File: config.mk
export PLATFORM = sky130hd
export DESIGN_NAME = mc_controller_flat
export DESIGN_NICKNAME = d
export VERILOG_FILES = /design/src/rtl/mc_controller_if.sv /design/src/rtl/mc_controller.sv /design/src/flat_wrapper.sv
export SDC_FILE = /design/constraint.sdc
export NUM_CORES = 1
export LEC_CHECK = 0
export BUFFER_PORTS_ARGS = -buffer_cell sky130_fd_sc_hd__clkbuf_2
export CORE_AREA = 2 2 46 48
export DETAILED_ROUTE_END_ITERATION = 16
export DIE_AREA = 0 0 48 50
export GPL_ROUTABILITY_DRIVEN = 0
export PLACE_DENSITY = 0.68
export SETUP_SLACK_MARGIN = 0.2
export SLEW_MARGIN = 20
export SYNTH_ARGS = -nofsm -noshare
export SYNTH_HDL_FRONTEND = slang
export SYNTH_SLANG_ARGS = --single-unit
File: constraint.sdc
create_clock -name clk -period 1.3 [get_ports clk]
set_input_delay 0.065 -clock clk [delete_from_list [all_inputs] [get_ports clk]]
set_output_delay 0.065 -clock clk [all_outputs]
set_load 0.01 [all_outputs]
File: src/rtl/mc_controller_if.sv
// mc_controller_if: control bundle between the multi-cycle sequencer and the datapath/memory
interface mc_controller_if #(
    parameter int OPW    = 6,
    parameter int ALUOPW = 3
);
    logic [OPW-1:0]    opcode;
    logic              zero;
    logic              mem_ready;
    logic              pc_write;
    logic              pc_write_cond;
    logic [1:0]        pc_src;
    logic              iord;
    logic              mem_read;
    logic              mem_write;
    logic              ir_write;
    logic              reg_write;
    logic [1:0]        reg_dst;
    logic [1:0]        wb_sel;
    logic              alu_src_a;
    logic [1:0]        alu_src_b;
    logic [ALUOPW-1:0] alu_op;
    logic              instr_done;
    logic              illegal_op;

    modport master (
        input  opcode, zero, mem_ready,
        output pc_write, pc_write_cond, pc_src, iord, mem_read, mem_write, ir_write,
               reg_write, reg_dst, wb_sel, alu_src_a, alu_src_b, alu_op, instr_done, illegal_op
    );

    modport slave (
        output opcode, zero, mem_ready,
        input  pc_write, pc_write_cond, pc_src, iord, mem_read, mem_write, ir_write,
               reg_write, reg_dst, wb_sel, alu_src_a, alu_src_b, alu_op, instr_done, illegal_op
    );
endinterface

File: src/rtl/mc_controller.sv
// mc_controller: multi-cycle MIPS control sequencer with memory ready handshake and illegal-opcode skip
module mc_controller #(
    parameter int OPW    = 6,
    parameter int ALUOPW = 3
) (
    input logic            clk,
    input logic            rst_n,
    mc_controller_if.master bus
);
    localparam logic [3:0] S_RST      = 4'd0;
    localparam logic [3:0] S_FETCH    = 4'd1;
    localparam logic [3:0] S_DECODE   = 4'd2;
    localparam logic [3:0] S_EXEC_R   = 4'd3;
    localparam logic [3:0] S_WB_R     = 4'd4;
    localparam logic [3:0] S_EXEC_I   = 4'd5;
    localparam logic [3:0] S_WB_I     = 4'd6;
    localparam logic [3:0] S_MEM_ADDR = 4'd7;
    localparam logic [3:0] S_MEM_RD   = 4'd8;
    localparam logic [3:0] S_WB_LD    = 4'd9;
    localparam logic [3:0] S_MEM_WR   = 4'd10;
    localparam logic [3:0] S_BEQ      = 4'd11;
    localparam logic [3:0] S_JMP      = 4'd12;
    localparam logic [3:0] S_JR       = 4'd13;
    localparam logic [3:0] S_JAL      = 4'd14;

    localparam logic [OPW-1:0] OP_R    = OPW'(0);
    localparam logic [OPW-1:0] OP_ADDI = OPW'(1);
    localparam logic [OPW-1:0] OP_SLTI = OPW'(2);
    localparam logic [OPW-1:0] OP_LW   = OPW'(3);
    localparam logic [OPW-1:0] OP_SW   = OPW'(4);
    localparam logic [OPW-1:0] OP_BEQ  = OPW'(5);
    localparam logic [OPW-1:0] OP_J    = OPW'(6);
    localparam logic [OPW-1:0] OP_JR   = OPW'(7);
    localparam logic [OPW-1:0] OP_JAL  = OPW'(8);

    localparam logic [ALUOPW-1:0] ALU_ADD   = ALUOPW'(0);
    localparam logic [ALUOPW-1:0] ALU_SUB   = ALUOPW'(1);
    localparam logic [ALUOPW-1:0] ALU_SLT   = ALUOPW'(3);
    localparam logic [ALUOPW-1:0] ALU_FUNCT = ALUOPW'(5);

    logic [3:0] r_state;
    logic [3:0] w_next;
    logic [3:0] w_dispatch;
    logic       w_rdy;

    assign w_rdy = bus.mem_ready;

    // state register; reset parks in RST so every output drops at once
    always_ff @(posedge clk or negedge rst_n) begin
        if (!rst_n) r_state <= S_RST;
        else        r_state <= w_next;
    end

    // opcode dispatch out of DECODE; undefined opcodes fall back to FETCH
    always_comb begin
        case (bus.opcode)
            OP_R:            w_dispatch = S_EXEC_R;
            OP_ADDI, OP_SLTI: w_dispatch = S_EXEC_I;
            OP_LW, OP_SW:    w_dispatch = S_MEM_ADDR;
            OP_BEQ:          w_dispatch = S_BEQ;
            OP_J:            w_dispatch = S_JMP;
            OP_JR:           w_dispatch = S_JR;
            OP_JAL:          w_dispatch = S_JAL;
            default:         w_dispatch = S_FETCH;
        endcase
    end

    // next-state sequencing; memory states hold until mem_ready
    always_comb begin
        case (r_state)
            S_RST:      w_next = S_FETCH;
            S_FETCH:    w_next = w_rdy ? S_DECODE : S_FETCH;
            S_DECODE:   w_next = w_dispatch;
            S_EXEC_R:   w_next = S_WB_R;
            S_EXEC_I:   w_next = S_WB_I;
            S_MEM_ADDR: w_next = (bus.opcode == OP_LW) ? S_MEM_RD : S_MEM_WR;
            S_MEM_RD:   w_next = w_rdy ? S_WB_LD : S_MEM_RD;
            S_MEM_WR:   w_next = w_rdy ? S_FETCH : S_MEM_WR;
            default:    w_next = S_FETCH;
        endcase
    end

    // Moore control decode; only the FETCH writes and sw completion look at mem_ready
    always_comb begin
        bus.pc_write      = 1'b0;
        bus.pc_write_cond = 1'b0;
        bus.pc_src        = 2'b00;
        bus.iord          = 1'b0;
        bus.mem_read      = 1'b0;
        bus.mem_write     = 1'b0;
        bus.ir_write      = 1'b0;
        bus.reg_write     = 1'b0;
        bus.reg_dst       = 2'b00;
        bus.wb_sel        = 2'b00;
        bus.alu_src_a     = 1'b0;
        bus.alu_src_b     = 2'b00;
        bus.alu_op        = ALU_ADD;
        bus.instr_done    = 1'b0;
        bus.illegal_op    = 1'b0;
        case (r_state)
            S_FETCH: begin
                bus.mem_read  = 1'b1;
                bus.alu_src_b = 2'b01;
                bus.ir_write  = w_rdy;
                bus.pc_write  = w_rdy;
            end
            S_DECODE: begin
                bus.alu_src_b  = 2'b11;
                bus.illegal_op = (w_dispatch == S_FETCH);
                bus.instr_done = (w_dispatch == S_FETCH);
            end
            S_EXEC_R: begin
                bus.alu_src_a = 1'b1;
                bus.alu_op    = ALU_FUNCT;
            end
            S_WB_R: begin
                bus.reg_write  = 1'b1;
                bus.reg_dst    = 2'b01;
                bus.instr_done = 1'b1;
            end
            S_EXEC_I: begin
                bus.alu_src_a = 1'b1;
                bus.alu_src_b = 2'b10;
                bus.alu_op    = (bus.opcode == OP_SLTI) ? ALU_SLT : ALU_ADD;
            end
            S_WB_I: begin
                bus.reg_write  = 1'b1;
                bus.instr_done = 1'b1;
            end
            S_MEM_ADDR: begin
                bus.alu_src_a = 1'b1;
                bus.alu_src_b = 2'b10;
            end
            S_MEM_RD: begin
                bus.iord     = 1'b1;
                bus.mem_read = 1'b1;
            end
            S_WB_LD: begin
                bus.reg_write  = 1'b1;
                bus.wb_sel     = 2'b01;
                bus.instr_done = 1'b1;
            end
            S_MEM_WR: begin
                bus.iord       = 1'b1;
                bus.mem_write  = 1'b1;
                bus.instr_done = w_rdy;
            end
            S_BEQ: begin
                bus.alu_src_a     = 1'b1;
                bus.alu_op        = ALU_SUB;
                bus.pc_write_cond = 1'b1;
                bus.pc_src        = 2'b01;
                bus.instr_done    = 1'b1;
            end
            S_JMP: begin
                bus.pc_write   = 1'b1;
                bus.pc_src     = 2'b10;
                bus.instr_done = 1'b1;
            end
            S_JR: begin
                bus.pc_write   = 1'b1;
                bus.pc_src     = 2'b11;
                bus.instr_done = 1'b1;
            end
            S_JAL: begin
                bus.reg_write  = 1'b1;
                bus.reg_dst    = 2'b10;
                bus.wb_sel     = 2'b10;
                bus.pc_write   = 1'b1;
                bus.pc_src     = 2'b10;
                bus.instr_done = 1'b1;
            end
            default: ;
        endcase
    end
endmodule
File: src/flat_wrapper.sv
// flat-port wrapper written by rule: the top's interface ports become plain ports
module mc_controller_flat 
#(
    parameter int OPW    = 6,
    parameter int ALUOPW = 3
)
  (clk, rst_n, bus_opcode, bus_zero, bus_mem_ready, bus_pc_write, bus_pc_write_cond, bus_pc_src, bus_iord, bus_mem_read, bus_mem_write, bus_ir_write, bus_reg_write, bus_reg_dst, bus_wb_sel, bus_alu_src_a, bus_alu_src_b, bus_alu_op, bus_instr_done, bus_illegal_op);
  mc_controller_if #(.OPW(OPW), .ALUOPW(ALUOPW)) bus_i ();
  input logic clk;
  input logic rst_n;
  input wire logic [$bits(bus_i.opcode)-1:0] bus_opcode;
  input wire logic [$bits(bus_i.zero)-1:0] bus_zero;
  input wire logic [$bits(bus_i.mem_ready)-1:0] bus_mem_ready;
  output wire logic [$bits(bus_i.pc_write)-1:0] bus_pc_write;
  output wire logic [$bits(bus_i.pc_write_cond)-1:0] bus_pc_write_cond;
  output wire logic [$bits(bus_i.pc_src)-1:0] bus_pc_src;
  output wire logic [$bits(bus_i.iord)-1:0] bus_iord;
  output wire logic [$bits(bus_i.mem_read)-1:0] bus_mem_read;
  output wire logic [$bits(bus_i.mem_write)-1:0] bus_mem_write;
  output wire logic [$bits(bus_i.ir_write)-1:0] bus_ir_write;
  output wire logic [$bits(bus_i.reg_write)-1:0] bus_reg_write;
  output wire logic [$bits(bus_i.reg_dst)-1:0] bus_reg_dst;
  output wire logic [$bits(bus_i.wb_sel)-1:0] bus_wb_sel;
  output wire logic [$bits(bus_i.alu_src_a)-1:0] bus_alu_src_a;
  output wire logic [$bits(bus_i.alu_src_b)-1:0] bus_alu_src_b;
  output wire logic [$bits(bus_i.alu_op)-1:0] bus_alu_op;
  output wire logic [$bits(bus_i.instr_done)-1:0] bus_instr_done;
  output wire logic [$bits(bus_i.illegal_op)-1:0] bus_illegal_op;
  assign bus_i.opcode = bus_opcode;
  assign bus_i.zero = bus_zero;
  assign bus_i.mem_ready = bus_mem_ready;
  assign bus_pc_write = bus_i.pc_write;
  assign bus_pc_write_cond = bus_i.pc_write_cond;
  assign bus_pc_src = bus_i.pc_src;
  assign bus_iord = bus_i.iord;
  assign bus_mem_read = bus_i.mem_read;
  assign bus_mem_write = bus_i.mem_write;
  assign bus_ir_write = bus_i.ir_write;
  assign bus_reg_write = bus_i.reg_write;
  assign bus_reg_dst = bus_i.reg_dst;
  assign bus_wb_sel = bus_i.wb_sel;
  assign bus_alu_src_a = bus_i.alu_src_a;
  assign bus_alu_src_b = bus_i.alu_src_b;
  assign bus_alu_op = bus_i.alu_op;
  assign bus_instr_done = bus_i.instr_done;
  assign bus_illegal_op = bus_i.illegal_op;
  mc_controller #(.OPW(OPW), .ALUOPW(ALUOPW)) u_core (.clk(clk), .rst_n(rst_n), .bus(bus_i));
endmodule
==> impl_metrics.toml <==
[grt]
global_route.overflow_total = 0
grt_use_total_pct = 22.70
grt_antenna_before_repair = 0
via_count_of_the_first_global_routing_pass = 906
first_pass_grt_wire_length_mm = 3.953
grt_start_max_net_pins = 15

[critical_path]
timing.setup.critical_path_class = "flop to primary output"
arrival_ns = 1.42
end_kind = "primary output"
worstReg2RegStart = "u_core.r_state[0]$_DFF_PN0_"
timing.critical_path.cells = "buf_6, nor2b_1, a21oi_2, o31ai_2, clkbuf_2"
startpoint_type = "flop"
delay_of_the_slowest_critical_path_stage_ns = 0.44
cp-startpoint = "u_core.r_state[0]$_DFF_PN0_"
cpMaxStageDelayCell = "sky130_fd_sc_hd__dfrtp_2"
crit_required_ns = 1.24
path_max_fanout = 5

[routing]
routed_via_density = 5.446
firstDrtPassIters = 4
route.vias.total = 1062
routed_wire_per_std_cell_um = 15.73
drt.antenna.violating_nets = 0
drt_drc_violations_left = 0
drt-total-wl_mm = 3.068
detail_route.iter0.violations = 15

[placement]
place_hpwl_mm = 1.548
worst_slack_at_placement_ns = -0.08894
portBuffers = 29
place.detailed.instances = 171

[logic_synthesis]
ys_top_cells_by_area = "sky130_fd_sc_hd__dfrtp_1 14%, sky130_fd_sc_hd__ha_1 8.8%, sky130_fd_sc_hd__nand2_1 6.3%"
netlist-cell-type-count = 37
synth_simple_gate_area_share_pct = 40.39
mappedNetlistArea_um2 = 709.4
muxShareOfSynthArea_pct = 2.822
synth_area_per_cell_um2 = 6.888
mappedNetlistNets = 118
synth_top_area_cell = "sky130_fd_sc_hd__dfrtp_1"
synth_async_sr_flop_share_pct = 100.0
synth-edff-count = 0
synth_seq_cells = 4
yosys.area_share.adder_pct = 8.818
ys.warnings.count = 0
synth-seq-area-share_pct = 14.11
synth.most_common_cell = "sky130_fd_sc_hd__nand2_1"
synth_xor_area_share_pct = 1.235
synth_top_family_by_area = "simple AND/OR/NAND/NOR gates"
synth.cells.most_frequent = "12 x sky130_fd_sc_hd__nand2_1, 11 x sky130_fd_sc_hd__nor2_1, 8 x sky130_fd_sc_hd__a21oi_1, 8 x sky130_fd_sc_hd__nor3_1, 6 x sky130_fd_sc_hd__nand2b_1"
yosysTopAreaCellShare_pct = 14.11
synth_compound_gate_area_share_pct = 22.22
synth_flop_cell = "sky130_fd_sc_hd__dfrtp_1"
synthesized_instance_count = 103

[cts]
cts_made_buffers = 3
ctsLongestPathBuffers = 2
clkLatencyLatePin_ns = 0.25
clock_sink_count = 4
cts_tree = "built"
ctsRootBufferMaster = "sky130_fd_sc_hd__clkbuf_4"
cts-htree-levels = 1
worst_setup_hold_path_clk_slew_ns = 0.05

[timing]
final.period_utilization_pct = 114.3
setup-violations-final = 23
slew_headroom_pct = 80.18
finalClockSkew_ns = 0.01023
rsz_0062_raised_after_global_routing = "true"
final.setup.worst_slack_ns = -0.1860
final_hold_viol_count = 0
post-route-min-period_ns = 1.486
fmax_mhz = 673.0
actual_transition_at_the_worst_max_transition_pin_ns = 0.2973
slew_viol_final = 0

[floorplan]
placeable_core_region_um2 = 1902
floorplan.die_area_um2 = 2400
rows = 16
dieHeight_um = 50
top_level_ports = 31
initial_utilization_pct = 37.30
die_w_um = 48

[finish]
finish.net_count = 185
largest_register_ff_count = 4
final_cells = 195
drive_above_1_share_pct = 67.86
syn_to_final_growth_pct = 112.2
num_antenna_cells = 0
largestRegisters = "u_core.r_state (4)"
regMostFlops = "u_core.r_state"

[power_and_ir_drop]
total_switching_power_uw = 1343
power_frac_clock_pct = 5.8
sw_frac_of_total_pct = 45.99
p_leak_uw = 0.0007386
power.share.combinational_pct = 84.0
seq_power_share_pct = 10.2
power_per_cell_area_nw_per_um2 = 1940
vdd.ir_drop.worst_v = 0.001227
internal-power_uw = 1577

[run_status]
status = "finished with violations"
failed_checks = "negative setup slack"

[worst_hold_path]
hold_path_class = "input port to asynchronous set/reset pin"

[job]
maxCapViolations = 0
## final cells by class
cell class,instances,area (um2)
Tap cell,27,33.78
Timing Repair Buffer,70,588.1
Clock buffer,3,22.52
Inverter,5,18.77
Multi-Input combinational cell,86,737.0
Sequential cell,4,105.1
Fill cell,108,396.6
## per-layer routing
layer  GRT usage, %  share of wire, %  wire, um  up-vias
met5              0                 0         0        -
met4          12.61               4.9       150        0
met3          3.297               6.1       188       16
met2          41.33                54      1667       66
met1          22.57                35      1062      490
li1               -                 -         -      490
## power by group through the flow
stage          Combinational, uW  Clock (uW)  Sequential (uW)
3_5_place_dp                1220           0              311
3_3_place_gp                1200           0              309
4_1_cts                     1930         166              273
6_report                    2450         169              297
5_1_grt                     2600         188              302
2_1_floorplan                887           0              211
## per-stage QoR
step	total power (uW)	hold slack [ns]	TNS [ns]	utilization (%)	instance area, um2
final	2920	0.1699	-1.758	79.14	1505
after global routing	3086	0.1775	-2.909	79.14	1505
after CTS	2366	0.1557	-1.579	67.37	1281
after detailed placement	1535	-0.1285	-0.1874	52.37	996.0
after global placement	1504	-0.1318	-0.02825	52.37	996.0
after floorplan	1098	-0.2306	0	-	734.5
## logic make-up (layout without fill, tap and decap cells)
family / Yosys count / count (layout)
XOR/XNOR: 1 / 1
flip-flops: 4 / 4
buffers and inverters: 13 / 78
AO/OA/AOI/OAI: 24 / 24
adder cells (fa/ha/maj): 5 / 5
multiplexers: 2 / 2
AND/OR/NAND/NOR: 54 / 54
## worst max-delay path: cells and delay by family, from the launching register on
kind / cells / cell delay, ns
simple gates: 1 / 0.25
compound gates: 2 / 0.16
flops: 1 / 0.44
buf+inv: 2 / 0.33
## repair_timing
| item | 4_1_cts | 5_1_grt |
|---|---|---|
| pin swaps | 16 | 12 |
| hold buffers | 1 | 0 |
| endpoints found under the setup margin | 25 | 25 |
| buffers inserted | 15 | 4 |
| endpoints found under the hold margin | 4 | 0 |
| gates cloned | 0 | 1 |
| gates resized for setup | 38 | 57 |
## cell usage in the layout (no fill, tap or decap), types with 2 or more instances in the layout
cell,n
sky130_fd_sc_hd__a21oi_1,3
sky130_fd_sc_hd__a21oi_2,5
sky130_fd_sc_hd__and3b_1,3
sky130_fd_sc_hd__buf_2,14
sky130_fd_sc_hd__buf_4,20
sky130_fd_sc_hd__buf_6,22
sky130_fd_sc_hd__clkbuf_2,10
sky130_fd_sc_hd__clkbuf_4,3
sky130_fd_sc_hd__dfrtp_2,4
sky130_fd_sc_hd__ha_1,5
sky130_fd_sc_hd__inv_1,3
sky130_fd_sc_hd__inv_2,2
sky130_fd_sc_hd__mux2i_1,2
sky130_fd_sc_hd__nand2_1,7
sky130_fd_sc_hd__nand2_4,5
sky130_fd_sc_hd__nand2b_1,2
sky130_fd_sc_hd__nand2b_4,4
sky130_fd_sc_hd__nand3_1,2
sky130_fd_sc_hd__nand4_1,2
sky130_fd_sc_hd__nor2_1,8
sky130_fd_sc_hd__nor2_4,4
sky130_fd_sc_hd__nor2b_1,2
sky130_fd_sc_hd__nor3_1,3
sky130_fd_sc_hd__nor3_2,4
sky130_fd_sc_hd__o21ai_1,2
sky130_fd_sc_hd__o21ai_2,3
## path summary, 6_finish.rpt
kind | end | slack, ns | cells after the start
max in group asynchronous | u_core.r_state[2]$_DFF_PN0_ | 0.98 | 2
worst max register to register | u_core.r_state[2]$_DFF_PN0_ | -0.06 | 7
worst min register to register | u_core.r_state[1]$_DFF_PN0_ | 0.83 | 4
worst min-delay path | u_core.r_state[3]$_DFF_PN0_ | 0.17 | 2
min in group clk | u_core.r_state[0]$_DFF_PN0_ | 0.23 | 5
worst max-delay path | bus_instr_done | -0.19 | 5
Power figures use the tool's default switching activity.
